===== src/rtl/axis_bram_adapter_v1_0_pkg.sv =====
// Shared definitions for the AXIS/BRAM adapter job scheduler.
// Latency: n/a (type and constant definitions only).
// Backpressure: n/a.
// Contents: FSM state encoding and the transfer-direction constants.
package axis_bram_adapter_v1_0_pkg;

    typedef enum logic [1:0] {
        ST_IDLE = 2'd0,
        ST_TURN = 2'd1,
        ST_RUN  = 2'd2,
        ST_DONE = 2'd3
    } state_e;

    localparam logic DIR_RD = 1'b0;
    localparam logic DIR_WR = 1'b1;

endpackage


===== src/rtl/axis_bram_adapter_v1_0_rr_arb.sv =====
// Two-requester round-robin arbiter (write vs. read) with a last-served register.
// Latency: winner is combinational from the requests; last-served updates one cycle after served_vld_i.
// Backpressure: none; the caller decides when a winner is actually taken.
// Ports: clk_i/rst_i clock and sync reset; wr_req_i/rd_req_i requests;
//        served_vld_i/served_dir_i record a finished job; any_req_o/win_dir_o selection result.
module axis_bram_adapter_v1_0_rr_arb
    import axis_bram_adapter_v1_0_pkg::*;
(
    input  logic clk_i,
    input  logic rst_i,
    input  logic wr_req_i,
    input  logic rd_req_i,
    input  logic served_vld_i,
    input  logic served_dir_i,
    output logic any_req_o,
    output logic win_dir_o
);

    logic last_q;
    logic last_d;

    always_comb begin
        last_d = last_q;
        if (served_vld_i) begin
            last_d = served_dir_i;
        end
    end

    // Last-served starts as read so that write wins the first contested round.
    always_ff @(posedge clk_i) begin
        if (rst_i) begin
            last_q <= DIR_RD;
        end else begin
            last_q <= last_d;
        end
    end

    assign any_req_o = wr_req_i | rd_req_i;

    always_comb begin
        win_dir_o = DIR_RD;
        if (wr_req_i && rd_req_i) begin
            win_dir_o = ~last_q;
        end else if (wr_req_i) begin
            win_dir_o = DIR_WR;
        end
    end

endmodule


===== src/rtl/axis_bram_adapter_v1_0_sched.sv =====
// Job scheduler: arbitrates write/read jobs, configures the adapter, counts beats to completion.
// Latency: grant one cycle after a request seen in IDLE, 2 TURN cycles, done one cycle after the last beat.
// Backpressure: requests outside IDLE are ignored (not queued); beats only count in RUN.
// Ports: clk/rst; wr_*/rd_* job requests; wr_grant/rd_grant, wr_done/rd_done pulses;
//        s_beat/m_beat stream beats; adp_rw/adp_index/adp_size adapter config; busy, err (timeout).
module axis_bram_adapter_v1_0_sched
    import axis_bram_adapter_v1_0_pkg::*;
#(
    parameter int BRAM_ADDR_LENGTH   = 9,
    parameter int BRAM_WIDTH_IN_WORD = 36,
    parameter int TIMEOUT_CYCLES     = 1024
) (
    input  logic                        clk,
    input  logic                        rst,
    input  logic                        wr_req,
    input  logic [BRAM_ADDR_LENGTH-1:0] wr_index,
    input  logic [BRAM_ADDR_LENGTH-1:0] wr_size,
    input  logic                        rd_req,
    input  logic [BRAM_ADDR_LENGTH-1:0] rd_index,
    input  logic [BRAM_ADDR_LENGTH-1:0] rd_size,
    output logic                        wr_grant,
    output logic                        rd_grant,
    output logic                        wr_done,
    output logic                        rd_done,
    input  logic                        s_beat,
    input  logic                        m_beat,
    output logic                        adp_rw,
    output logic [BRAM_ADDR_LENGTH-1:0] adp_index,
    output logic [BRAM_ADDR_LENGTH-1:0] adp_size,
    output logic                        busy,
    output logic                        err
);

    localparam int AL = BRAM_ADDR_LENGTH;
    localparam int WW = (BRAM_WIDTH_IN_WORD > 1) ? $clog2(BRAM_WIDTH_IN_WORD) : 1;
    localparam int TW = $clog2(TIMEOUT_CYCLES + 1);

    state_e          state_q, state_d;
    logic            turn_q, turn_d;
    logic [WW-1:0]   word_q, word_d;
    logic [AL-1:0]   row_q, row_d;
    logic [TW-1:0]   idle_q, idle_d;
    logic            rw_q, rw_d;
    logic [AL-1:0]   index_q, index_d;
    logic [AL-1:0]   size_q, size_d;
    logic            wr_grant_q, wr_grant_d;
    logic            rd_grant_q, rd_grant_d;
    logic            err_q, err_d;

    logic            any_req;
    logic            win_dir;
    logic            beat;
    logic            last_word;
    logic            last_beat;
    logic            timeout_hit;

    axis_bram_adapter_v1_0_rr_arb u_arb (
        .clk_i        (clk),
        .rst_i        (rst),
        .wr_req_i     (wr_req),
        .rd_req_i     (rd_req),
        .served_vld_i (state_q == ST_DONE),
        .served_dir_i (rw_q),
        .any_req_o    (any_req),
        .win_dir_o    (win_dir)
    );

    // Only the granted direction's beat counts, and only while running.
    assign beat        = (state_q == ST_RUN) && (rw_q ? s_beat : m_beat);
    assign last_word   = (word_q == WW'(BRAM_WIDTH_IN_WORD - 1));
    assign last_beat   = beat && last_word && (row_q == size_q);
    // Abort once TIMEOUT_CYCLES consecutive beat-less RUN cycles have elapsed.
    assign timeout_hit = (state_q == ST_RUN) && !beat && (idle_q == TW'(TIMEOUT_CYCLES - 1));

    // State register
    always_ff @(posedge clk) begin
        if (rst) begin
            state_q <= ST_IDLE;
        end else begin
            state_q <= state_d;
        end
    end

    // Next-state logic
    always_comb begin
        state_d = state_q;
        case (state_q)
            ST_IDLE: if (any_req)                  state_d = ST_TURN;
            ST_TURN: if (turn_q)                   state_d = ST_RUN;
            ST_RUN:  if (last_beat || timeout_hit) state_d = ST_DONE;
            ST_DONE:                               state_d = ST_IDLE;
            default:                               state_d = ST_IDLE;
        endcase
    end

    // Counters and latched configuration
    always_comb begin
        turn_d     = turn_q;
        word_d     = word_q;
        row_d      = row_q;
        idle_d     = idle_q;
        rw_d       = rw_q;
        index_d    = index_q;
        size_d     = size_q;
        wr_grant_d = 1'b0;
        rd_grant_d = 1'b0;
        err_d      = 1'b0;
        case (state_q)
            ST_IDLE: begin
                if (any_req) begin
                    rw_d       = win_dir;
                    index_d    = (win_dir == DIR_WR) ? wr_index : rd_index;
                    size_d     = (win_dir == DIR_WR) ? wr_size  : rd_size;
                    wr_grant_d = (win_dir == DIR_WR);
                    rd_grant_d = (win_dir == DIR_RD);
                    turn_d     = 1'b0;
                    word_d     = '0;
                    row_d      = '0;
                    idle_d     = '0;
                end
            end
            ST_TURN: turn_d = 1'b1;
            ST_RUN: begin
                if (beat) begin
                    idle_d = '0;
                    if (last_word) begin
                        word_d = '0;
                        // Hold the row at size on the final beat so size = 2^AL-1 never wraps.
                        if (row_q != size_q) begin
                            row_d = row_q + 1'b1;
                        end
                    end else begin
                        word_d = word_q + 1'b1;
                    end
                end else begin
                    idle_d = idle_q + 1'b1;
                end
                err_d = timeout_hit;
            end
            default: ;
        endcase
    end

    always_ff @(posedge clk) begin
        if (rst) begin
            turn_q     <= 1'b0;
            word_q     <= '0;
            row_q      <= '0;
            idle_q     <= '0;
            rw_q       <= DIR_RD;
            index_q    <= '0;
            size_q     <= '0;
            wr_grant_q <= 1'b0;
            rd_grant_q <= 1'b0;
            err_q      <= 1'b0;
        end else begin
            turn_q     <= turn_d;
            word_q     <= word_d;
            row_q      <= row_d;
            idle_q     <= idle_d;
            rw_q       <= rw_d;
            index_q    <= index_d;
            size_q     <= size_d;
            wr_grant_q <= wr_grant_d;
            rd_grant_q <= rd_grant_d;
            err_q      <= err_d;
        end
    end

    // Outputs
    always_comb begin
        busy      = (state_q != ST_IDLE);
        wr_done   = (state_q == ST_DONE) && (rw_q == DIR_WR);
        rd_done   = (state_q == ST_DONE) && (rw_q == DIR_RD);
        wr_grant  = wr_grant_q;
        rd_grant  = rd_grant_q;
        err       = err_q;
        adp_rw    = rw_q;
        adp_index = index_q;
        adp_size  = size_q;
    end

endmodule


===== config.mk =====
export PLATFORM = sky130hd
export DESIGN_NAME = axis_bram_adapter_v1_0_sched
export DESIGN_NICKNAME = d
export VERILOG_FILES = /design/src/rtl/axis_bram_adapter_v1_0_pkg.sv /design/src/rtl/axis_bram_adapter_v1_0_rr_arb.sv /design/src/rtl/axis_bram_adapter_v1_0_sched.sv
export SDC_FILE = /design/constraint.sdc
export NUM_CORES = 1
export LEC_CHECK = 0
export CAP_MARGIN = 20
export CORE_MARGIN = 1.5
export CORE_UTILIZATION = 48
export CTS_CLUSTER_SIZE = 8
export DETAILED_ROUTE_END_ITERATION = 8
export PLACE_DENSITY = 0.84
export SLEW_MARGIN = 10
export SYNTH_ARGS = -nofsm -noshare
export SYNTH_HDL_FRONTEND = slang
export SYNTH_SLANG_ARGS = --single-unit

===== constraint.sdc =====
create_clock -name clk -period 2.7 [get_ports clk]
set_clock_uncertainty 0.1 [all_clocks]
set_input_delay 0.54 -clock clk [delete_from_list [all_inputs] [get_ports clk]]
set_output_delay 0.54 -clock clk [all_outputs]
set_load 0.005 [all_outputs]

=== Word-level counts from Yosys, hierarchy flattened ===
Index checks and enable logic that the tools add are counted.

* Flip-flop bits (word level): 52
* Bits of input ports: 42
* Output and inout port bits: 25
* Word-level logic and storage cells: 80

* Add/sub/neg operators: 3
* Equal/unequal tests: 13
* Mux-type cells: 23
* Bitwise gates (word level): 7
* Reductions and logical operators: 22

{| class="wikitable"
|+ Operator list
! cell !! count
|-
| two-way mux 9 bit || 6
|-
| two-way mux 11 bit || 2
|-
| one-hot mux 11 bit (2 select lines) || 1
|-
| two-way mux 6 bit || 3
|-
| one-hot mux 9 bit (2 select lines) || 1
|-
| one-hot mux 6 bit (2 select lines) || 1
|-
| adder 11 x 1 -> 11 bit, second input constant || 1
|-
| == test 11 x 10 -> 1 bit, second input constant || 1
|-
| adder 9 x 1 -> 9 bit, second input constant || 1
|-
| == test 9 bit || 1
|-
| inequality test 9 bit || 1
|-
| logical AND 1 bit || 8
|-
| inequality test 2 bit, second input constant || 4
|-
| one-hot mux 2 bit (4 select lines) || 1
|-
| adder 6 x 1 -> 6 bit, second input constant || 1
|-
| == test 6 bit, second input constant || 1
|-
| two-way mux 2 bit || 3
|-
| inverter 1 bit || 6
|-
| AND reduction 2 bit || 3
|-
| AND reduction 3 bit || 2
|-
| nonzero test 2 bit || 3
|-
| AND reduction 5 bit || 1
|-
| == test 2 bit, second input constant || 2
|-
| two-way mux 1 bit || 4
|-
| 9 further kinds || 10
|}

=== Depth between registers and ports, before layout ===
Gate-level depths: netlist (run 1).

* Word-level depth: 8
* Depth in mapped cells: 9
* Gate-level depth less buffers: 7

=== Modules after synthesis ===
A second synthesis (run 1) with hierarchy kept.

* Cell total of the unflattened synthesis: 269
* Area, all modules: 2461.1 um2

{| class="wikitable"
|+ By module, submodules not included
! module !! times used !! cells an instance !! area an instance (um2) !! sequential area each (um2)
|-
| axis_bram_adapter_v1_0_sched || 1 || 264 || 2413.6 || 1021.0
|-
| axis_bram_adapter_v1_0_rr_arb || 1 || 5 || 47.5 || 20.0
|}

=== Worst setup path before layout (run 1) ===
OpenSTA, ideal clock, no wires.

* Path type: register to register
* Start: register state_q[0]
* End: register row_q[3]
* Library setup time: 73 ps
* Arrival time: 1832 ps
* Data required time: 2527 ps
* Path slack: 695 ps
* Stages on the path, launching flop included: 8
* Buffers on the path: 0
* Clock period less this slack: 2005 ps
* Cell sequence: dfxtp_1 > inv_1 > ha_1 > nor3b_2 > a211oi_2 > nand2_2 > or4_1 > a21oi_1

* Longest elaborated chain between the ends: 4
* Elaborated cells on any way between the ends: 10
* Classes of those cells: eq/ne (5); mux (1); reduce/logical (4)

{| class="wikitable"
|+ RTL lines
! item !! RTL line !! RTL
|-
| start: declaration || axis_bram_adapter_v1_0_sched.sv:38 || <nowiki>state_e state_q, state_d;</nowiki>
|-
| start signal: assignment || axis_bram_adapter_v1_0_sched.sv:80 || <nowiki>state_q <= state_d;</nowiki>
|-
| == test 2 bit || axis_bram_adapter_v1_0_sched.sv:69, axis_bram_adapter_v1_0_sched.sv:108 ||
|-
| logical AND 1 bit || axis_bram_adapter_v1_0_sched.sv:69 || <nowiki>assign beat = (state_q == ST_RUN) && (rw_q ? s_beat : m_beat);</nowiki>
|-
| inequality test 2 bit (no source line) || - ||
|-
| AND reduction 5 bit (no source line) || - ||
|-
| end signal: assignment || axis_bram_adapter_v1_0_sched.sv:159 || <nowiki>row_q <= row_d;</nowiki>
|-
| end: declaration || axis_bram_adapter_v1_0_sched.sv:41 || <nowiki>logic [AL-1:0] row_q, row_d;</nowiki>
|}

Several ways; a longest one is shown, not always the timed one.
A chain may end at the register's enable or synchronous reset.

=== Worst setup path after layout (run 1) ===
* Start: register state_q[0]
* End: output busy

* Longest elaborated chain between the ends: 1

{| class="wikitable"
|+ RTL lines
! item !! RTL line !! RTL
|-
| nonzero test 2 bit || axis_bram_adapter_v1_0_sched.sv:172 || <nowiki>busy = (state_q != ST_IDLE);</nowiki>
|-
| end: declaration || axis_bram_adapter_v1_0_sched.sv:30 || <nowiki>output logic busy,</nowiki>
|}

No other way between the ends.

==> results of run 1 <==
-- critical path, cell delays in order, from the launching register on --
cell and delay, ps:
dfxtp_1 370, inv_1 110, ha_1 290, inv_1 80, clkdlybuf4s50_1 490
-- stage by stage --
step	hold WS (ps)	area (µm²)	instances	utilization, %
6_report	378.3	3311	413	68.28
5_1_grt	396.8	3311	413	68.28
4_1_cts	380.1	3311	413	68.28
3_5_place_dp	358.8	3218	405	66.37
3_3_place_gp	346.1	3218	405	66.37
2_1_floorplan	341.9	2466	275	-
-- power breakdown --
group / internal (mW) / switching (mW) / total [mW]
Clock: 0.205 / 0.255 / 0.460
Combinational: 0.516 / 0.603 / 1.12
Sequential: 0.883 / 0.103 / 0.986
-- kinds of logic (layout without fill, tap and decap cells) --
group                      count (synthesis)  in the layout  synth area share (%)
adders and majority gates                  8              8                 4.059
buffers and inverters                     37            108                 5.936
xor gates and xnor gates                  21             21                 7.458
AOI/OAI and AO/OA                         52             52                 16.29
muxes                                      5              5                 2.080
and+or+nand+nor                          100            100                 21.97
DFF                                       52             52                 42.21
-- cell usage in the layout, fill, tap and decap left out, types with 3 or more instances in the layout --
| cell type | count |
|---|---|
| and3_1 | 3 |
| a222oi_1 | 18 |
| nor2_1 | 24 |
| nor3_1 | 10 |
| dfxtp_1 | 52 |
| nand4_1 | 5 |
| ha_1 | 8 |
| buf_4 | 7 |
| mux2i_1 | 4 |
| xnor2_1 | 7 |
| clkdlybuf4s50_1 | 66 |
| and4_1 | 4 |
| xor2_1 | 14 |
| or4_1 | 3 |
| nand3_1 | 9 |
| o21ai_0 | 5 |
| a21oi_1 | 14 |
| clkbuf_8 | 6 |
| nand2_1 | 20 |
| and2_1 | 4 |
| o21ai_1 | 4 |
| inv_1 | 27 |
-- final cells by class --
| type | count | share of cell area (%) |
|---|---|---|
| clock buffers | 6 | 2.494 |
| clock inverters | 2 | 0.3023 |
| inverters | 27 | 3.061 |
| multi-input cells | 186 | 38.62 |
| flip-flops and latches | 52 | 31.44 |
| well taps | 67 | 2.532 |
| repair buffers | 73 | 21.54 |
-- per-layer routing --
metal,part of all wire [%],GRT usage [%],vias to the layer above
met4,1.2,6.263,0
met1,45,30.65,1067
met2,50,36.90,41
li1,-,-,1135
met5,0,0,-
met3,3.1,4.150,5
-- how the worst max path moves through the flow --
stage,to
finish,busy
global route,row_q[3]
CTS,busy
detailed placement,row_q[3]
global placement,row_q[3]
floorplan,row_q[3]
-- registers in the layout, indices dropped and copies added, names as in the netlist --
register,count
wr_grant,1
word_q,6
adp_rw,1
row_q,9
state_q,2
err,1
u_arb.last_q,1
adp_size,9
turn_q,1
adp_index,9
idle_q,11
rd_grant,1
==> metrics.md, run 1 <==
| Metric | Value |
|---|---|
| Sequential area share after synthesis | a little over two fifths |
| Global placer's final weighted congestion | slightly above 0.8 |
| CORE AREA | between 0.004 and 0.005 mm² |
| Detail Placement HPWL | 4.542 mm |
| GR Util All Layers | a little under a quarter |
| DR WL/cell | 14.74 µm |
| Worst-margin pin slew | 739.9 ps |
| Clk sinks | 52 |
| Antenna Cells | 0 |
| Layout cells sized above 1 | roughly 7.8% |
| DIE WIDTH | 74.68 µm |
| Setup crit end kind | output pin |
| Setup TNS | 0 ps |
| Port Buffers | 66 |
| Final worst slack | 407.6 ps |
| Worst-skew pair later-pin latency | about 310 ps |
| GR Overflow Total | 0 |
| Place WS | between 200 and 250 ps |
| Reg2reg setup slack | between 400 and 500 ps |
| Cell Area, Synth | around 0.0025 mm² |
| CTS max path bufs | 2 |
| FMAX | ~0.44 GHz |
| Synth cell count leaders | 52 x dfxtp_1, 27 x inv_1, 24 x nor2_1 |
| Chip height | around 75 µm |
| Hold path endpoint | turn_q |
| Leakage | 1.374 nW |
| DIE AREA | 0.005577 mm² |
| Syn. warnings | 0 |
| Power Density | between 700 and 800 mW/mm² |
| Starting Density | between 50% and 60% |
| Synth cell types | 46 |
| Clock transition at path regs | 90 ps |
| Yosys top cell by area | dfxtp_1 |
| Largest net degree at the start of global routing | 21 |
| Hold Startpoint | turn_q |
| Overall power | roughly 2.6 mW |
| Most frequent cell after synthesis | dfxtp_1 |
| Final Hold Viols | 0 |
| Worst Setup SP | state_q[0] |
| VDD IR max | between 0.5 and 0.6 mV |
| CTS Hold Bufs | 0 |
| Register area | about 0.0010 mm² |
| Area of the multi-input gates | ~0.0013 mm² |
| Rel. slew slack | 50.68% |
| Number of routed nets with antenna violations | 0 |
| Critical Path AT | approximately 1700 ps |
| HP Class | reg -> reg |
| TritonCTS clock tree | done |
| Post-synth ARST share | 0% |
| Vias in the first global route | roughly 2.1k |
| RSZ-0062 raised after global routing | false |
| H-Tree Depth | 2 |
| #FFs+latches synth | 52 |
| Nets@finish | 395 |
| FILL cells | ~400 |
| Reg-to-Reg End | row_q[3] |
| Final setup violation count | 0 |
| Avg Cell Area, Syn | around 9.0 µm² |
| Syn-to-layout area delta | 34.25% |
| Global-route wire length before repair | just under 10 mm |
| Total Wirelength | just over 6 mm |
| Gate Count Post-Synth | ~280 |
| PostCTS Resize Cnt | 0 |
| # DRC | 0 |
| Synth Net Count | 325 |
| Final Cycle Share | between 80% and 90% |
| Via count | approximately 2.2k |
| Hold depth | 1 |
| Initial antenna violation count | 0 |
| Post-synth top area share | a little over two fifths |
| WS Path Type | reg -> out |
| Top cells by area, synth | dfxtp_1 42%, a222oi_1 7.3%, xor2_1 5.0% |
| Vias/cell | between 5 and 6 |
| Reg2Reg Depth | 7 |
| CP Launch Type | register |
| EDFF count, synth | 0 |
| Max_cap viols | 0 |
| Reg2reg start | state_q[0] |
| Num rows | 25 |
| Critical Path RT | approximately 2100 ps |
| Initial DRC Count | 231 |
| CTS Root Cell | clkbuf_8 |
| Num ports | 67 |
| Tmin final | approximately 2300 ps |
| Post-CTS Setup Bufs | 0 |
| Run status | completed |
| Pre-antenna DRT Iters | 5 |
| Max FO, Critical Path | 7 |
| Slew Viols, Final | 0 |
| Inserted Clock Buffers | 5 |
| Synth Flop Type | dfxtp_1 |
Note: power is estimated with default switching activity, not from simulation.
==> run 2: changes to the inputs <==
--- a/config.mk
+++ b/config.mk
@@ -7,10 +7,10 @@
 export LEC_CHECK = 0
 export CAP_MARGIN = 20
 export CORE_MARGIN = 1.5
-export CORE_UTILIZATION = 48
+export CORE_UTILIZATION = 43
 export CTS_CLUSTER_SIZE = 8
 export DETAILED_ROUTE_END_ITERATION = 8
-export PLACE_DENSITY = 0.84
+export PLACE_DENSITY = 0.79
 export SLEW_MARGIN = 10
 export SYNTH_ARGS = -nofsm -noshare
 export SYNTH_HDL_FRONTEND = slang
==> constraint.sdc (replaced) <==
create_clock -name clk -period 1.9 [get_ports clk]
set_clock_uncertainty 0.1 [all_clocks]
set_input_delay 0.38 -clock clk [delete_from_list [all_inputs] [get_ports clk]]
set_output_delay 0.38 -clock clk [all_outputs]
set_load 0.005 [all_outputs]
==> metrics.md, run 2 (synthesized netlist as in run 1, its figures left out) <==
| Metric | Value |
|---|---|
| Clk sinks | 52 |
| GR Overflow Total | 0 |
| Via count | 2579 |
| DR WL/cell | between 15 and 20 µm |
| Worst-skew pair later-pin latency | between 300 and 400 ps |
| Critical Path AT | 2080 ps |
| Global-route wire length before repair | about 12 mm |
| Chip height | slightly below 80 µm |
| Setup TNS | -110.2 ps |
| Vias/cell | between 5 and 6 |
| Global placer's final weighted congestion | 0.8206 |
| Clock transition at path regs | ~100 ps |
| Inserted Clock Buffers | 5 |
| Layout cells sized above 1 | between 20% and 30% |
| WP buf/inv | 3 |
| Failing checks | negative setup slack |
| Total Wirelength | ~7.6 mm |
| Syn-to-layout area delta | 58.80% |
| Most frequent cells in the layout | 62 x clkdlybuf4s50_1, 55 x buf_4, 46 x dfxtp_1 |
| Antenna Cells | 0 |
| Reg2reg setup slack | -30 ps |
| Slowest CP cell | dfxtp_2 |
| Starting Density | between 40 and 50% |
| Max_cap viols | 0 |
| Setup crit end kind | register |
| CP Launch Type | register |
| Final Cycle Share | 101.5% |
| Initial DRC Count | approximately 260 |
| Clock power share | 14.2% |
| Leakage | 1.675 nW |
| CORE AREA | approximately 0.0055 mm² |
| Worst-margin pin slew | ~350 ps |
| HP Class | reg -> reg |
| Placed cell area | around 0.0036 mm² |
| Crit path cell chain | inv_4 -> ha_4 -> buf_6 -> nor2_4 -> a211oi_2 -> buf_4 -> nand4b_1 -> or3_1 -> a21oi_2 |
| Sw frac | about 36% |
| Slowest Stage Delay on Critical Path | 350 ps |
| Detail Placement HPWL | 5.072 mm |
| Nets@finish | 450 |
| Power Density | ~1200 mW/mm² |
| Max FFs per register | 11 |
| Critical Path RT | approximately 2100 ps |
| Initial antenna violation count | 0 |
| Num rows | 27 |
| Run status | complete, but fails checks |
| RSZ-0062 raised after global routing | true |
| DIE WIDTH | 78.73 µm |
| Rel. slew slack | 76.73% |
| Psw | about 1.7 mW |
| Final worst slack | -27.64 ps |
| CTS max path bufs | 2 |
| Most flops, register | idle_q |
| FILL cells | approximately 380 |
| Register share of total power | about 30% |
| P_int | between 2 and 3 mW |
| Max FO, Critical Path | 6 |
| Tmin final | around 1900 ps |
| CP delay by family, top | simple AND/OR/NAND/NOR gates |
| Vias in the first global route | 2456 |
| Largest net degree at the start of global routing | 21 |
| Slew Viols, Final | 0 |
| DIE AREA | around 0.0062 mm² |
| FMAX | between 0.5 and 0.6 GHz |
| Port Buffers | 66 |
| Pre-antenna DRT Iters | 6 |
| GR Util All Layers | a little under a quarter |
| Final Hold Viols | 0 |
| Num ports | 67 |
| Commonest non-fill, non-tap cell in the layout | clkdlybuf4s50_1 |
| TritonCTS clock tree | done |
| Number of routed nets with antenna violations | 0 |
| Combinational share of power | a little under three fifths |
| Final setup violation count | 8 |
| CTS Root Cell | clkbuf_8 |
| H-Tree Depth | 2 |
| WS Path Type | reg -> reg |
| VDD IR max | 0.8241 mV |
| Final instance area | 0.003916 mm² |
| # DRC | 0 |
-- run 2: metal layers --
layer	up-vias	wire, µm	share of wire (%)	global-route usage, %
li1	1241	-	-	-
met1	1243	3298	43	30.77
met5	-	0	0	0
met4	0	131	1.7	8.929
met3	14	368	4.8	4.828
met2	81	3806	50	37.93
-- run 2: power groups by stage --
stage / Combinational [mW] / Sequential (mW) / Clock, mW
finish: 2.63 / 1.41 / 0.668
global placement: 2.07 / 1.40 / 0
CTS: 2.34 / 1.39 / 0.670
detailed placement: 2.12 / 1.41 / 0
floorplan: 0.979 / 1.40 / 0
global route: 2.83 / 1.43 / 0.724
-- run 2: repair_timing --
item                       4_1_cts  5_1_grt
pin swaps                       10       16
gates resized for setup         22       24
cloned                           0        3
setup endpoints to repair       15       28
hold buffers                     0        0
buffers inserted                 7        4
-- run 2: worst register-to-register path: cells and delay by family (launching register included) --
kind	cells	cell delay, ps
and+or+nand+nor	3	490
buffers and inverters	3	400
adders and majority gates	1	160
AOI/OAI and AO/OA	2	380
DFF	1	350
-- run 2: layout make-up --
type / count / area [µm²] / area share [%]
clock buffers: 7 / 86.33 / 2.204
clock inverters: 1 / 7.507 / 0.1917
inverters: 27 / 103.9 / 2.652
multi-input cells: 186 / 1429 / 36.49
flip-flops and latches: 52 / 1049 / 26.77
well taps: 72 / 90.09 / 2.300
repair buffers: 128 / 1151 / 29.39
-- run 2: worst paths after layout --
path | from | cells past startpoint | to
setup / recovery | state_q[0] | 9 | row_q[7]
hold / removal | adp_index[1] | 2 | adp_index[1]
setup reg to reg | state_q[0] | 9 | row_q[7]
hold reg to reg | adp_index[1] | 2 | adp_index[1]
-- run 2: stage by stage --
stage / total power [mW] / utilization (%) / hold slack (ps) / setup WS [ps] / std cells
after floorplan: 2.384 / - / 341.9 / 0.07028 / 275
after global placement: 3.468 / 64.83 / 348.8 / -270.0 / 451
after detailed placement: 3.530 / 64.83 / 358.3 / -326.5 / 451
after CTS: 4.400 / 68.37 / 386.5 / -42.71 / 466
after global routing: 4.983 / 71.12 / 409.7 / -149.8 / 473
final: 4.708 / 71.12 / 382.6 / -27.64 / 473
==> run 3: changes to the inputs <==
--- a/config.mk
+++ b/config.mk
@@ -15,3 +15,4 @@
 export SYNTH_ARGS = -nofsm -noshare
 export SYNTH_HDL_FRONTEND = slang
 export SYNTH_SLANG_ARGS = --single-unit
+export TNS_END_PERCENT = 5
==> metrics.md, run 3 (synthesized netlist as in run 1, its figures left out) <==
| Metric | Value |
|---|---|
| Max FFs per register | 11 |
| Slew Viols, Final | 0 |
| Final Util | between 60% and 70% |
| Register share of total power | between 30% and 40% |
| Clock power share | 15.2% |
| Clk sinks | 52 |
| Setup crit end kind | register |
| WS Path Type | reg -> reg |
| Initial antenna violation count | 0 |
| Slowest Stage Delay on Critical Path | 520 ps |
| Overall power | 4.361 mW |
| Slowest CP cell | or4_1 |
| Combinational share of power | around 53% |
| CTS Hold Bufs | 0 |
| Clock transition at path regs | roughly 90 ps |
| Largest net degree at the start of global routing | 21 |
| Layout cells sized above 1 | between 20 and 25% |
| Detail Placement HPWL | between 5 and 6 mm |
| Final setup violation count | 7 |
| HP Class | reg -> reg |
| Met2 WL | between 3 and 4 mm |
| GR Overflow Total | 0 |
| Critical Path AT | 2130 ps |
| Chip height | around 80 µm |
| DR WL/cell | 14.65 µm |
| CORE AREA | ~0.0055 mm² |
| Syn-to-layout area delta | 52.61% |
| Via count | 2459 |
| CTS max path bufs | 2 |
| Most frequent cells in the layout | 63 x clkdlybuf4s50_1, 47 x dfxtp_1, 46 x buf_4 |
| Rel. slew slack | between 70 and 80% |
| Run status | complete, but fails checks |
| Total Wirelength | 6.755 mm |
| TritonCTS clock tree | done |
| Leakage | between 1.5 and 2 nW |
| Sw frac | between 30% and 40% |
| Commonest non-fill, non-tap cell in the layout | clkdlybuf4s50_1 |
| Antenna Cells | 0 |
| DIE WIDTH | 78.73 µm |
| Nets@finish | approximately 440 |
| Port Buffers | 66 |
| DR top layer | met4 |
| Psw | 1.567 mW |
| Initial DRC Count | around 260 |
| H-Tree Depth | 2 |
| Place WS | -326.5 ps |
| P_int | about 2.8 mW |
| Global placer's final weighted congestion | 0.8206 |
| Pre-antenna DRT Iters | 8 |
| Critical Path RT | around 2100 ps |
| Failing checks | negative setup slack |
| GR Util All Layers | 23.02% |
| Crit path cell chain | inv_2 -> ha_4 -> nor3b_4 -> a211oi_2 -> nand2_2 -> or4_1 -> a21oi_1 |
| Final Hold Viols | 0 |
| Power Density | between 1000 and 1500 mW/mm² |
| CP Launch Type | register |
| Final worst slack | -72.69 ps |
| Vias in the first global route | around 2.4k |
| Worst-skew pair later-pin latency | between 300 and 400 ps |
| Metal3 WL | 365 µm |
| Num ports | 67 |
| Number of routed nets with antenna violations | 0 |
| Max FO, Critical Path | 6 |
| Starting Density | 44.79% |
| Inserted Clock Buffers | 5 |
| Reg2reg setup slack | -70 ps |
| VDD IR max | a little under 0.9 mV |
| Global-route wire length before repair | around 11 mm |
| CTS Root Cell | clkbuf_8 |
| Final Cycle Share | 103.8% |
| Worst-margin pin slew | 319.1 ps |
| Tmin final | 1973 ps |
| Num rows | 27 |
| Vias/cell | 5.334 |
| Most flops, register | idle_q |
| FMAX | slightly above 0.5 GHz |
| # DRC | 0 |
| RSZ-0062 raised after global routing | true |
| Max_cap viols | 0 |
| DIE AREA | around 0.0062 mm² |
| Post-Route M1 WL | 3.008 mm |
## run 3: cell count changes in the layout (fill, tap and decap cells not counted), sizes merged
| cell | previous run | this run |
|---|---|---|
| buf | 61 | 50 |
| clkdlybuf4s50 | 62 | 63 |
| dlygate4sd2 | 3 | 1 |
## run 3: power groups by stage
stage	Combinational [mW]	Clock [mW]	Sequential, mW
after floorplan	0.979	0	1.40
after global placement	2.07	0	1.40
after detailed placement	2.12	0	1.41
after CTS	2.18	0.670	1.40
after global routing	2.50	0.726	1.42
final	2.30	0.663	1.40
## run 3: cell type report
cell class | count | area [µm²]
tap | 72 | 90.09
fill | 410 | 1743
multi-input combinational | 186 | 1369
clock inverter | 1 | 7.507
sequential | 52 | 1047
timing repair buffer | 116 | 1062
clock buffer | 7 | 86.33
inverter | 27 | 101.3
## run 3: repair_timing
action,CTS,global route
setup endpoints to repair,15,34
setup buffers,0,2
resized for setup,16,13
pin swaps,4,10
## run 3: per-layer routing
layer | up-vias | track usage (%)
li1 | 1215 | -
met1 | 1152 | 30.89
met2 | 80 | 36.21
met3 | 12 | 4.598
met4 | 0 | 9.286
met5 | - | 0
## run 3: worst paths after layout
path,startpoint,to,cells after the start
worst max-delay path,state_q[1],row_q[4],7
worst min-delay path,adp_index[1],adp_index[1],2
worst max register to register,state_q[1],row_q[4],7
worst min register to register,adp_index[1],adp_index[1],2
## run 3: critical path: cells and delay by family (launching register included)
kind	cells	cell delay, ps
AOI/OAI and AO/OA	2	400
adders and majority gates	1	180
DFF	1	370
buffers and inverters	1	60
and+or+nand+nor	3	810
## run 3: metrics by stage
stage / cells / setup TNS, ps / cell area (µm²) / hold slack (ps)
final: 461 / -249.9 / 3764 / 383.8
after global routing: 461 / -1868 / 3764 / 409.6
after CTS: 459 / -19.50 / 3704 / 386.5
after detailed placement: 451 / -6982 / 3570 / 358.3
after global placement: 451 / -5390 / 3570 / 348.8
after floorplan: 275 / 0 / 2479 / 341.9
